`config.mk`:
```
export PLATFORM = sky130hd
export DESIGN_NAME = arb_req_buffer
export DESIGN_NICKNAME = d
export VERILOG_FILES = /design/src/rtl/arb_req_buffer.sv
export SDC_FILE = /design/constraint.sdc
export NUM_CORES = 1
export LEC_CHECK = 0
export ABC_AREA = 1
export CAP_MARGIN = 20
export CORE_MARGIN = 8
export CORE_UTILIZATION = 54
export DETAILED_ROUTE_END_ITERATION = 16
export GPL_TIMING_DRIVEN = 1
export PLACE_DENSITY_LB_ADDON = 0.05
export SYNTH_ARGS = -nofsm -noshare
export SYNTH_HDL_FRONTEND = slang
export SYNTH_SLANG_ARGS = --single-unit
```
`constraint.sdc`:
```
create_clock -name clk -period 4.4 [get_ports clk]
set_input_delay 0.88 -clock clk [delete_from_list [all_inputs] [get_ports clk]]
set_output_delay 0.88 -clock clk [all_outputs]
set_load 0.005 [all_outputs]
```
`src/rtl/arb_req_buffer.sv`:
```
// arb_req_buffer
//   Requester-side companion to a round-robin grant arbiter. Each of NUM_SRC
//   producers pushes into its own DEPTH-entry FIFO; the non-empty mask is
//   presented on req, the arbiter returns a one-hot grant, and the granted
//   head is moved into a single registered output stage tagged with its
//   source index.
//
// Ports
//   clk, rst            clock (rising edge), synchronous active-high reset
//   flush               synchronous clear of FIFOs and output stage (err kept)
//   in_valid/in_data    per-source push request and payload (source i at
//                       in_data[i*WIDTH +: WIDTH])
//   in_ready            per-source FIFO not full
//   req, req_valid      request mask and output-stage-available, to arbiter
//   grant, grant_valid  one-hot grant and its qualifier, from arbiter
//   out_valid/out_data/out_src/out_ready  registered output handshake
//   err                 sticky protocol error, cleared only by rst
module arb_req_buffer #(
  parameter int NUM_SRC = 4,
  parameter int WIDTH   = 32,
  parameter int DEPTH   = 2,
  localparam int SW     = (NUM_SRC > 1) ? $clog2(NUM_SRC) : 1
) (
  input  logic                     clk,
  input  logic                     rst,
  input  logic                     flush,
  input  logic [NUM_SRC-1:0]       in_valid,
  input  logic [NUM_SRC*WIDTH-1:0] in_data,
  output logic [NUM_SRC-1:0]       in_ready,
  output logic [NUM_SRC-1:0]       req,
  output logic                     req_valid,
  input  logic [NUM_SRC-1:0]       grant,
  input  logic                     grant_valid,
  output logic                     out_valid,
  output logic [WIDTH-1:0]         out_data,
  output logic [SW-1:0]            out_src,
  input  logic                     out_ready,
  output logic                     err
);

  localparam int PW = $clog2(DEPTH);
  localparam int CW = PW + 1;

  logic [WIDTH-1:0] mem    [NUM_SRC][DEPTH];
  logic [PW-1:0]    rd_ptr [NUM_SRC];
  logic [PW-1:0]    wr_ptr [NUM_SRC];
  logic [CW-1:0]    count  [NUM_SRC];

  logic [NUM_SRC-1:0] push;
  logic [NUM_SRC-1:0] pop;
  logic               grant_onehot;
  logic               xfer;
  logic [SW-1:0]      gnt_idx;
  logic [WIDTH-1:0]   head_data;

  // Status flags come from registered occupancy only, so a same-cycle pop
  // never opens in_ready on a full FIFO.
  always_comb begin
    in_ready = '0;
    req      = '0;
    for (int unsigned i = 0; i < NUM_SRC; i++) begin
      in_ready[i] = (count[i] != CW'(DEPTH));
      req[i]      = (count[i] != '0);
    end
  end

  assign req_valid    = !out_valid || out_ready;
  assign grant_onehot = (grant != '0) && ((grant & (grant - 1'b1)) == '0);
  assign xfer         = grant_valid && req_valid && grant_onehot && ((grant & req) != '0);

  always_comb begin
    gnt_idx   = '0;
    head_data = '0;
    for (int unsigned i = 0; i < NUM_SRC; i++) begin
      if (grant[i]) begin
        gnt_idx   = SW'(i);
        head_data = mem[i][rd_ptr[i]];
      end
    end
  end

  always_comb begin
    push = '0;
    pop  = '0;
    for (int unsigned i = 0; i < NUM_SRC; i++) begin
      push[i] = in_valid[i] && in_ready[i] && !flush;
      pop[i]  = xfer && grant[i] && !flush;
    end
  end

  always_ff @(posedge clk) begin
    if (rst || flush) begin
      for (int unsigned i = 0; i < NUM_SRC; i++) begin
        count[i]  <= '0;
        rd_ptr[i] <= '0;
        wr_ptr[i] <= '0;
      end
    end else begin
      for (int unsigned i = 0; i < NUM_SRC; i++) begin
        if (push[i]) begin
          mem[i][wr_ptr[i]] <= in_data[i*WIDTH +: WIDTH];
          wr_ptr[i]         <= wr_ptr[i] + 1'b1;
        end
        if (pop[i]) begin
          rd_ptr[i] <= rd_ptr[i] + 1'b1;
        end
        count[i] <= count[i] + CW'(push[i]) - CW'(pop[i]);
      end
    end
  end

  // Load wins over drain, which gives back-to-back transfers at full rate.
  always_ff @(posedge clk) begin
    if (rst || flush) begin
      out_valid <= 1'b0;
      out_data  <= '0;
      out_src   <= '0;
    end else if (xfer) begin
      out_valid <= 1'b1;
      out_data  <= head_data;
      out_src   <= gnt_idx;
    end else if (out_ready) begin
      out_valid <= 1'b0;
    end
  end

  always_ff @(posedge clk) begin
    if (rst) begin
      err <= 1'b0;
    end else if (grant_valid && !xfer && !flush) begin
      err <= 1'b1;
    end
  end

endmodule

```
; Word level (Yosys, flattened, before mapping)
; Memories as Yosys holds them, arrays and structs flattened.
; Cells that the tools add are included.
[word_totals]
ramBits = 272
n_memories = 4
in_bits = 141
wordCells = 174
register_bits = 36
out_inout_bits = 45
[memory_table]
columns = name, depth, width, read_ports, rd_ports_with_merged_regs, write_ports, line_no
row1 = mem, 4, 64, 4, 0, 4, 44  ; logic [WIDTH-1:0] mem [NUM_SRC][DEPTH];
row2 = count, 4, 2, 4, 0, 4, 47  ; logic [CW-1:0] count [NUM_SRC];
row3 = rd_ptr, 4, 1, 4, 0, 4, 45  ; logic [PW-1:0] rd_ptr [NUM_SRC];
row4 = wr_ptr, 4, 1, 4, 0, 4, 46  ; logic [PW-1:0] wr_ptr [NUM_SRC];
[classes]
reduce_logical = 39
n_lt_le_gt_ge = 12
mux = 72
n_eq_ne = 4
bitwise_logic = 22
add_sub_neg = 17
[ops]
columns = operator, n
row1 = $mux 32, 20
row2 = $mux 64, 4
row3 = $demux 32 s1, 4
row4 = $mux 1, 38
row5 = $logic_and 1x1->1, 26
row6 = $ge 2x2->1 const B, 8
row7 = $not 1->2, 8
row8 = $mux 2, 6
row9 = $or 1x1->1, 12
row10 = $reduce_bool 2->1, 5
row11 = $add 1x1->1 const B, 8
row12 = $add 2x1->2, 4
row13 = $and 4x4->4, 2
row14 = $lt 2x1->1 const B, 4
row15 = $ne 2x2->1 const B, 4
row16 = $reduce_bool 4->1, 2
row17 = $sub 2x1->2, 4
row18 = $logic_not 4->1, 1
row19 = $sub 4x1->4 const B, 1
row20 = $logic_not 1->1, 3
row21 = $logic_or 1x1->1, 2

; Longest topological paths before layout
[depth]
depth_word = 12
ltp_mapped = 16
ltp_nobuf = 15

; Worst setup path after synthesis
; Ideal clock, no wire load.
[synth_path]
path_type = input to register
from = input flush
to = memory wr_ptr[3] (netlist name), data pin
arrival_time_ns = 3.208
stages = 6
n_path_buf = 3
t_required_ns = 3.926
setup_ns = 0.474
path_slack_ns = 0.717
cell_sequence = clkbuf_1 -> nor2_1 -> buf_2 -> clkbuf_1 -> nand2_1 -> nor2_1
[synth_rtl]
columns = item, line_no
row1 = "start, declared", 26  ; input logic flush,
row2 = "end, declared", 46

==> summary.txt <==
post-synthesis cell count -> 1108
Mapped Avg Cell Area -> 11.10 um^2
P&R area growth vs syn -> 26.27%
cell area after synthesis -> 12300 um^2
Tmin final -> 3087 ps
initial antenna violation count -> 0
PostCTS Resize Cnt -> 0
GRT Overall Usage -> 21.65%
first-pass detailed-route iteration total -> 7
Worst Path Arrival -> 3570 ps
Seq cells post-synth -> 308
WP data required -> 4880 ps
core area -> 22500 um^2
grt peak-use layer -> met2
Inst Count DP -> 1545
synth warn -> 0
number of vias per cell -> 5.335
Setup TNS Final -> 0 ps
Hold-fix buffers, CTS -> 0
largest net degree at the start of global routing -> 65
Slew Limit Fails -> 0
global-route wire length before repair -> 47180 um
RSZ-0062 raised after global routing -> false
Max-cap violations -> 0
vias in the first global route -> 8476
Slew HR -> 45.85%
die footprint -> 27870 um^2
Clock H-tree levels -> 1
Critical Path Start Type -> input pin
Total Wirelength -> 30830 um
number of setup buffers added after CTS -> 0
Routed Antenna Nets -> 0
Ports -> 186
detailed placement HPWL -> 20310 um
Post-Layout Cell Count -> 1603
grt met1 use -> 27.63%
ratio of total power to cell area -> 400.8 nW/um^2
worst slew pin tran -> 811.4 ps
chip height -> 167.0 um
Crit. End Element -> flip-flop
Clk Latency, worst-skew pair -> 550 ps
clock root buffer -> clkbuf_16
Initial Utilization -> 54.68%
Hold WC Path Type -> reg -> reg
Post-Syn Nets -> 1257
Wirelength per Cell -> 19.23 um
sequential-to-total area share from yosys stat -> 71.59%
GRT Residual Overflow -> 0
crit path max fanout -> 12
Worst Skew -> 12.17 ps
endpoints failing setup -> 0
VDD IR-drop max -> 0.3752 mV
# diodes -> 0
period utilization -> 70.17%
Setup Crit Path Kind -> in -> reg
1st-iter DRT viols -> 698
Clock Sinks -> 308
M3 GR Usage -> 4.090%
final hold slack -> 471.6 ps
outcome -> finished, final reports clean
Final #Nets -> 1443
routability congestion estimate -> 0.8562
Max Fclk -> 323.9 MHz
FP Rows -> 55
Max Buffers Root-to-Sink -> 3
via count -> 8552
CTS tree -> done
CTS Buf Count -> 31
# port buffers -> 185
Synth cell types -> 26
register clock-pin slew on the reported worst setup and hold paths -> 60 ps
Lkg Pwr -> 5.846 nW
met2 usage -> 37.55%
Die Width -> 167.0 um
final hold violation count -> 0
DRC viols -> 0
share of cells above drive strength 1 -> 6.449%
[worst max-delay path: stages]
cell and delay [ps]:
clkdlybuf4s50_1 540, inv_1 350, nand2_1 120, nand2_1 80, nand2_1 40, nor2_1 240
nand2_2 100, inv_2 130, nand2_1 100, nor2_1 120, ha_1 250, inv_1 60
ha_1 140, xor2_1 180, o21ai_0 100, a21oi_1 120
[cells by family (layout without fill, tap and decap cells)]
logic type                 Yosys count  count (layout)  share of synthesized area, %
AOI/OAI and AO/OA                  197             197                         8.684
DFF                                308             308                         71.59
adders and majority gates            8               8                        0.8135
and+or+nand+nor                    449             449                         13.96
buffers and inverters              142             352                         4.667
xor gates and xnor gates             4               4                        0.2847
[routing by layer]
| metal | routed length (um) | vias up |
|---|---|---|
| li1 | - | 4131 |
| met2 | 15360 | 299 |
| met5 | 0 | - |
| met3 | 2055 | 43 |
| met4 | 526 | 0 |
| met1 | 12890 | 4079 |
[where the power goes]
group          internal, mW  switching [mW]
registers              3.21          0.0117
logic                 0.190           0.232
clock network          1.53            1.06
[Yosys cell counts]
master    number  share of area (%)
ha_1           8               0.81
o211ai_1      14               0.85
buf_6          3               0.27
or2_2          2               0.10
inv_1         83                2.5
nand4_1        1              0.051
edfxtp_1     264                 64
buf_4          3               0.18
buf_2          6               0.24
inv_2          1              0.030
clkbuf_1      43                1.3
nand2_1      219                6.7
dfxtp_1       44                7.2
xor2_1         4               0.28
nor2_2         1              0.051
buf_1          3              0.092
nand3_1        6               0.24
nor2_1       211                6.4
nor3_1         7               0.28
o21ai_0      108                4.4
o21a_1         5               0.31
nand3b_1       1              0.061
or2_1          1              0.051
a21oi_1       40                1.6
o21ai_1        2              0.081
o22ai_1       28                1.4
[cells in the final DEF, fill, tap and decap left out, types with 3 or more instances in the layout]
cell type        count
o21a_1               5
clkinvlp_4           3
nand2_1            218
clkdlybuf4s50_1    185
clkbuf_16           31
nor3_1               7
nor2_2               8
a21oi_1             40
clkinv_1             5
xor2_1               4
bufinv_16            4
nor2_1             201
o21ai_0            108
dfxtp_1             44
o22ai_1             28
ha_1                 8
inv_1               83
edfxtp_1           264
nor2_4               3
buf_4               24
clkbuf_1             8
clkinv_2             4
o211ai_1            14
nand3_1              6
[registers in the layout (all words and copies together), names as in the netlist]
signal	flops
count	8
out_valid	1
out_src	2
out_data	32
wr_ptr	4
err	1
mem	256
rd_ptr	4
[cell type report]
| cell class | count | area [um^2] |
|---|---|---|
| repair buffers | 211 | 2087 |
| inverters | 84 | 315.3 |
| clock buffers | 39 | 805.8 |
| multi-input cells | 658 | 2964 |
| clock inverters | 18 | 198.9 |
| well taps | 285 | 356.6 |
| flip-flops and latches | 308 | 8808 |
| fillers | 1664 | 6967 |
[final timing paths]
check	slack (ps)	startpoint	cells past startpoint	endpoint
min	470	err$_SDFFE_PP0P_	2	err$_SDFFE_PP0P_
min reg2reg	470	err$_SDFFE_PP0P_	2	err$_SDFFE_PP0P_
max	1310	grant[3]	16	count[3][1]$_SDFF_PP0_
max reg2reg	2070	out_valid$_SDFFE_PP0P_	13	count[3][1]$_SDFF_PP0_
[per-stage QoR]
step | utilization, % | total power, mW | setup WS (ps) | area, um^2
2_1_floorplan | - | 3.451 | 717.1 | 12300
3_5_place_dp | 64.45 | 3.700 | 802.3 | 14500
5_1_grt | 69.04 | 6.425 | 992.0 | 15540
6_report | 69.04 | 6.227 | 1313 | 15540
3_3_place_gp | 64.33 | 3.689 | 895.6 | 14480
4_1_cts | 68.92 | 6.266 | 1373 | 15510
No activity file was read; power rests on OpenSTA's default activity.
